<file path="src/rtl/shift_pipe.sv">
// Pipelined barrel shifter (SLL/SRL/ROR/SRA): one register stage per shift level,
// largest shift first, with valid/ready backpressure, a sideband tag and flush.
module shift_pipe #(
  parameter  int WIDTH = 32,
  parameter  int TAG_W = 5,
  localparam int SHW   = $clog2(WIDTH)
) (
  input  logic             clk,
  input  logic             reset,
  input  logic             flush,
  input  logic             in_valid,
  output logic             in_ready,
  input  logic [1:0]       in_mode,
  input  logic [SHW-1:0]   in_shamt,
  input  logic [WIDTH-1:0] in_data,
  input  logic [TAG_W-1:0] in_tag,
  output logic             out_valid,
  input  logic             out_ready,
  output logic [WIDTH-1:0] out_data,
  output logic [TAG_W-1:0] out_tag
);

  typedef enum logic [1:0] {
    MODE_SLL = 2'b00,
    MODE_SRL = 2'b01,
    MODE_ROR = 2'b10,
    MODE_SRA = 2'b11
  } mode_e;

  // Right shifts share one form: the vacated MSBs take 'fill' (zero, the rotated
  // word itself, or the sign captured at entry).
  function automatic logic [WIDTH-1:0] shift_by(input logic [WIDTH-1:0] d,
                                                input mode_e mode,
                                                input logic sign,
                                                input int amt);
    logic [WIDTH-1:0] fill;
    fill = (mode == MODE_ROR) ? d : (mode == MODE_SRA) ? {WIDTH{sign}} : '0;
    if (mode == MODE_SLL) return d << amt;
    return (d >> amt) | (fill << (WIDTH - amt));
  endfunction

  logic             valid_q [SHW];
  logic [WIDTH-1:0] data_q  [SHW];
  logic [TAG_W-1:0] tag_q   [SHW];
  logic [SHW-1:0]   shamt_q [SHW];
  mode_e            mode_q  [SHW];
  logic             sign_q  [SHW];

  logic             v_in  [SHW];
  logic [WIDTH-1:0] d_in  [SHW];
  logic [TAG_W-1:0] t_in  [SHW];
  logic [SHW-1:0]   s_in  [SHW];
  mode_e            m_in  [SHW];
  logic             sg_in [SHW];

  logic advance;

  assign out_valid = valid_q[SHW-1];
  assign out_data  = data_q[SHW-1];
  assign out_tag   = tag_q[SHW-1];
  assign advance   = out_ready | ~out_valid;
  assign in_ready  = advance;

  for (genvar k = 0; k < SHW; k++) begin : g_stage
    localparam int AMT  = 1 << (SHW - 1 - k);
    localparam bit LAST = (k == SHW - 1);

    if (k == 0) begin : g_head
      assign v_in[k]  = in_valid;
      assign d_in[k]  = in_data;
      assign t_in[k]  = in_tag;
      assign s_in[k]  = in_shamt;
      assign m_in[k]  = mode_e'(in_mode);
      assign sg_in[k] = in_data[WIDTH-1];
    end else begin : g_body
      assign v_in[k]  = valid_q[k-1];
      assign d_in[k]  = data_q[k-1];
      assign t_in[k]  = tag_q[k-1];
      assign s_in[k]  = shamt_q[k-1];
      assign m_in[k]  = mode_q[k-1];
      assign sg_in[k] = sign_q[k-1];
    end

    // NOTE: sequential state uses non-blocking assignments so every stage samples
    // its upstream neighbour's pre-edge value and the pipe moves one slot per edge.
    always_ff @(posedge clk) begin
      if (reset || flush)  valid_q[k] <= 1'b0;
      else if (advance)    valid_q[k] <= v_in[k];
    end

    // NOTE: payload registers are not reset (only the output stage is zeroed); they
    // load only behind a valid token, so bubbles never carry undefined data forward.
    always_ff @(posedge clk) begin
      if (reset) begin
        if (LAST) begin
          data_q[k] <= '0;
          tag_q[k]  <= '0;
        end
      end else if (advance && v_in[k]) begin
        data_q[k]  <= s_in[k][SHW-1-k] ? shift_by(d_in[k], m_in[k], sg_in[k], AMT)
                                       : d_in[k];
        tag_q[k]   <= t_in[k];
        shamt_q[k] <= s_in[k];
        mode_q[k]  <= m_in[k];
        sign_q[k]  <= sg_in[k];
      end
    end
  end

endmodule

</file>
<file path="config.mk">
export PLATFORM = sky130hd
export DESIGN_NAME = shift_pipe
export DESIGN_NICKNAME = d
export VERILOG_FILES = /design/src/rtl/shift_pipe.sv
export SDC_FILE = /design/constraint.sdc
export NUM_CORES = 1
export LEC_CHECK = 0
export BUFFER_PORTS_ARGS = -buffer_cell sky130_fd_sc_hd__clkbuf_2
export CELL_PAD_IN_SITES_DETAIL_PLACEMENT = 0
export CELL_PAD_IN_SITES_GLOBAL_PLACEMENT = 1
export CORE_MARGIN = 3
export CORE_UTILIZATION = 40
export CTS_CLUSTER_DIAMETER = 200
export DETAILED_ROUTE_END_ITERATION = 7
export HOLD_SLACK_MARGIN = 0.12
export PLACE_DENSITY = 0.71
export SYNTH_ARGS = -nofsm -noshare
export SYNTH_HDL_FRONTEND = slang
export SYNTH_SLANG_ARGS = --single-unit
</file>
<file path="constraint.sdc">
create_clock -name clk -period 5.3 [get_ports clk]
set_clock_uncertainty 0.15 [all_clocks]
set_input_delay 1.06 -clock clk [delete_from_list [all_inputs] [get_ports clk]]
set_output_delay 1.06 -clock clk [all_outputs]
set_load 0.005 [all_outputs]
</file>
==> flow_summary.json <==
{
  "synthFlopType": "edfxtp_1",
  "p_leak_uw": 0.00408,
  "post-dp-hpwl_um": 12300,
  "cts_tree": "yes",
  "area_delta_synth_final_pct": 13.4,
  "gp_congestion": 0.798,
  "fin_setup_tns_ns": 0,
  "setup_viol": 0,
  "grt.overflow.total": 0,
  "finalWorstSetupSlack_ns": 2.62,
  "path_buf_inv": 3,
  "wirelength_um": 17700,
  "avgSynthCellArea_um2": 12.2,
  "synth-edff-count": 212,
  "crit_family": "buffers and inverters",
  "drt-wirelength-per-cell_um": 14.4,
  "cp_common_cell": "clkbuf_2",
  "cts_root_buffer": "clkbuf_16",
  "worst_slew_pin_slew_ns": 1.23,
  "drv_cap": 0,
  "grt_pass1_vias": 5523,
  "clk_pin_slew_ns": 0.05,
  "cp-start-kind": "input port",
  "async_reset_ff_share_pct": 0,
  "fill_cells": 2265,
  "synth_seq_cells": 212,
  "syn-cell-area_um2": 10100,
  "cts_setup_buffers": 0,
  "port_buffers": 87,
  "grt_max_degree": 65,
  "yosysTopAreaCellShare_pct": 63.3,
  "synth_top_family_by_area": "compound AO/OA/AOI/OAI gates",
  "yosys.area_share.simple_pct": 12.2,
  "final_cells": 1226,
  "vias": 5960,
  "yosys_warnings": 0,
  "dr.pass1.iters": 4,
  "post-route-period-util_pct": 50.6,
  "drv_slew": 0,
  "diodes": 0,
  "synth_cells": 825,
  "critPathSlowestCell": "nor2b_4",
  "period_needed_ns": 2.68,
  "end_kind": "primary output",
  "synth-compound-area-share_pct": 12.8,
  "hold_buffers": 0,
  "clock-sinks": 212,
  "drt-initial-drc-count": 296,
  "dp_cells": 1184,
  "cp_cell_sequence": "clkbuf_2, nor2b_4, inv_2, clkbuf_2",
  "synth_adder_area_share_pct": 0,
  "initial_core_util_pct": 41.0,
  "syn_nets": 874,
  "die_w_um": 165,
  "drive_gt1_share_pct": 20.7,
  "ctsLongestPathBuffers": 3,
  "seqCellArea_um2": 6370,
  "p_per_area_nw_per_um2": 326,
  "ys_seq_area_share_pct": 63.3,
  "vdd_drop_max_mv": 0.182,
  "fin_nets": 935,
  "die_h_um": 165,
  "fp-row-count": 57,
  "worstSetupPathType": "in -> out",
  "grt_usage_pct": 13.2,
  "rsz0062_at_grt": "no",
  "htree_levels": 1,
  "fmax_ghz": 0.373,
  "worstSetupStartpoint": "out_ready",
  "status": "finished, final reports clean",
  "grt_pass1_wl_um": 28700,
  "synth.area.mux_share_pct": 7.10,
  "multiInputGateArea_um2": 3240,
  "synth.area.top_cells": "edfxtp_1, mux2i_1, nor2_1",
  "path_max_fanout": 4,
  "dp_slack_ns": 2.20,
  "ios": 88,
  "antenna_left": 0,
  "cts_buffers": 24,
  "crit_arrival_ns": 1.47,
  "vias_per_cell": 4.86,
  "required_ns": 4.09,
  "dieArea_um2": 27100,
  "yosys.area.top_type": "edfxtp_1",
  "hold_violations": 0,
  "min_path_type": "reg -> reg",
  "synth_xor_area_share_pct": 0,
  "slowest_delay_ns": 0.13,
  "antenna_found_initial": 0,
  "synth_cell_types": 41,
  "clk_latency_ns": 0.50,
  "drc": 0,
  "slew_headroom_pct": 18.2,
  "core_um2": 24500,
  "r2r-start": "valid_q[4]",
  "ctsResizeCount": 0,
  "hold_path.startpoint": "tag_q[1][4]"
}
## Yosys cell counts, drive strengths merged, types with 2 or more instances
| library cell | instances |
|---|---|
| nand3 | 2 |
| a31oi | 12 |
| inv | 31 |
| nor2 | 134 |
| and2 | 10 |
| and3 | 5 |
| o21ai | 28 |
| edfxtp | 212 |
| mux2i | 68 |
| a311oi | 31 |
| clkbuf | 18 |
| o22ai | 14 |
| mux2 | 3 |
| nand2 | 108 |
| a22oi | 2 |
| o22a | 15 |
| buf | 40 |
| nor2b | 13 |
| a21oi | 71 |
## through the flow
stage | hold WS [ns] | power, uW | instance area, um2 | utilization [%]
after floorplan | 0.250 | 2050 | 10100 | -
after global placement | 0.253 | 2100 | 10600 | 43.2
after detailed placement | 0.255 | 2100 | 10600 | 43.2
after CTS | 0.260 | 3780 | 11400 | 46.5
after global routing | 0.270 | 3880 | 11400 | 46.5
final | 0.260 | 3720 | 11400 | 46.5
## flip-flops by register name, indices dropped and copies added, names as in the netlist
register / cells
valid_q: 5
data_q: 160
mode_q: 8
tag_q: 25
sign_q: 4
shamt_q: 10
## per-layer routing
metal	GRT usage [%]	part of all wire (%)
met1	18.0	48
met2	21.6	46
met3	2.56	4.2
met4	3.51	2.1
met5	0	0
## kinds of logic (layout without fill, tap and decap cells)
group           Yosys count  in the layout
mux                      71             71
compound gates          176            176
buf+inv                  89            166
simple gates            277            277
flops                   212            212
## final cells by class
cell class                 count  area share, %
inverter                      31           1.02
clock buffer                  32           5.72
clock inverter                10           1.31
multi-input combinational    524           28.4
tap                          324           3.55
timing repair buffer          93           4.21
sequential                   212           55.8
## report_power, final
group | switching (uW) | internal (uW)
Clock | 604 | 1050
Combinational | 91.1 | 63.8
Sequential | 23.9 | 1890
## layout by cell type, fill, tap and decap left out, types with 2 or more instances in the layout
master     Yosys  routed
a22oi_1        2       2
and2_2         0       4
nand3_1        2       2
nand2_2       20      20
bufinv_16      0       4
inv_1         30      30
clkbuf_1      18       7
buf_4          4       6
a311oi_2      30      30
clkinv_1       0       4
clkbuf_16      0      25
clkbuf_2       0      87
nor2b_1       12      12
a31oi_1       12      12
and3_1         5       5
nand2_1       88      88
o22ai_1       14      14
nor2_1       130     130
o21ai_1       18      18
and2_1         9       5
edfxtp_1     212     212
mux2i_1       68      68
nor2_4         2       2
o22a_1        15      15
mux2_2         2       2
o21ai_0       10      10
a21oi_1       71      71
## path summary, 6_finish.rpt
path                        end  slack, ns  cells past startpoint
hold reg to reg     tag_q[2][4]       0.26                      0
hold / removal      tag_q[2][4]       0.26                      0
setup / recovery       in_ready       2.62                      4
setup reg to reg  shamt_q[0][0]       2.94                      3
No activity file was read; power rests on OpenSTA's default activity.
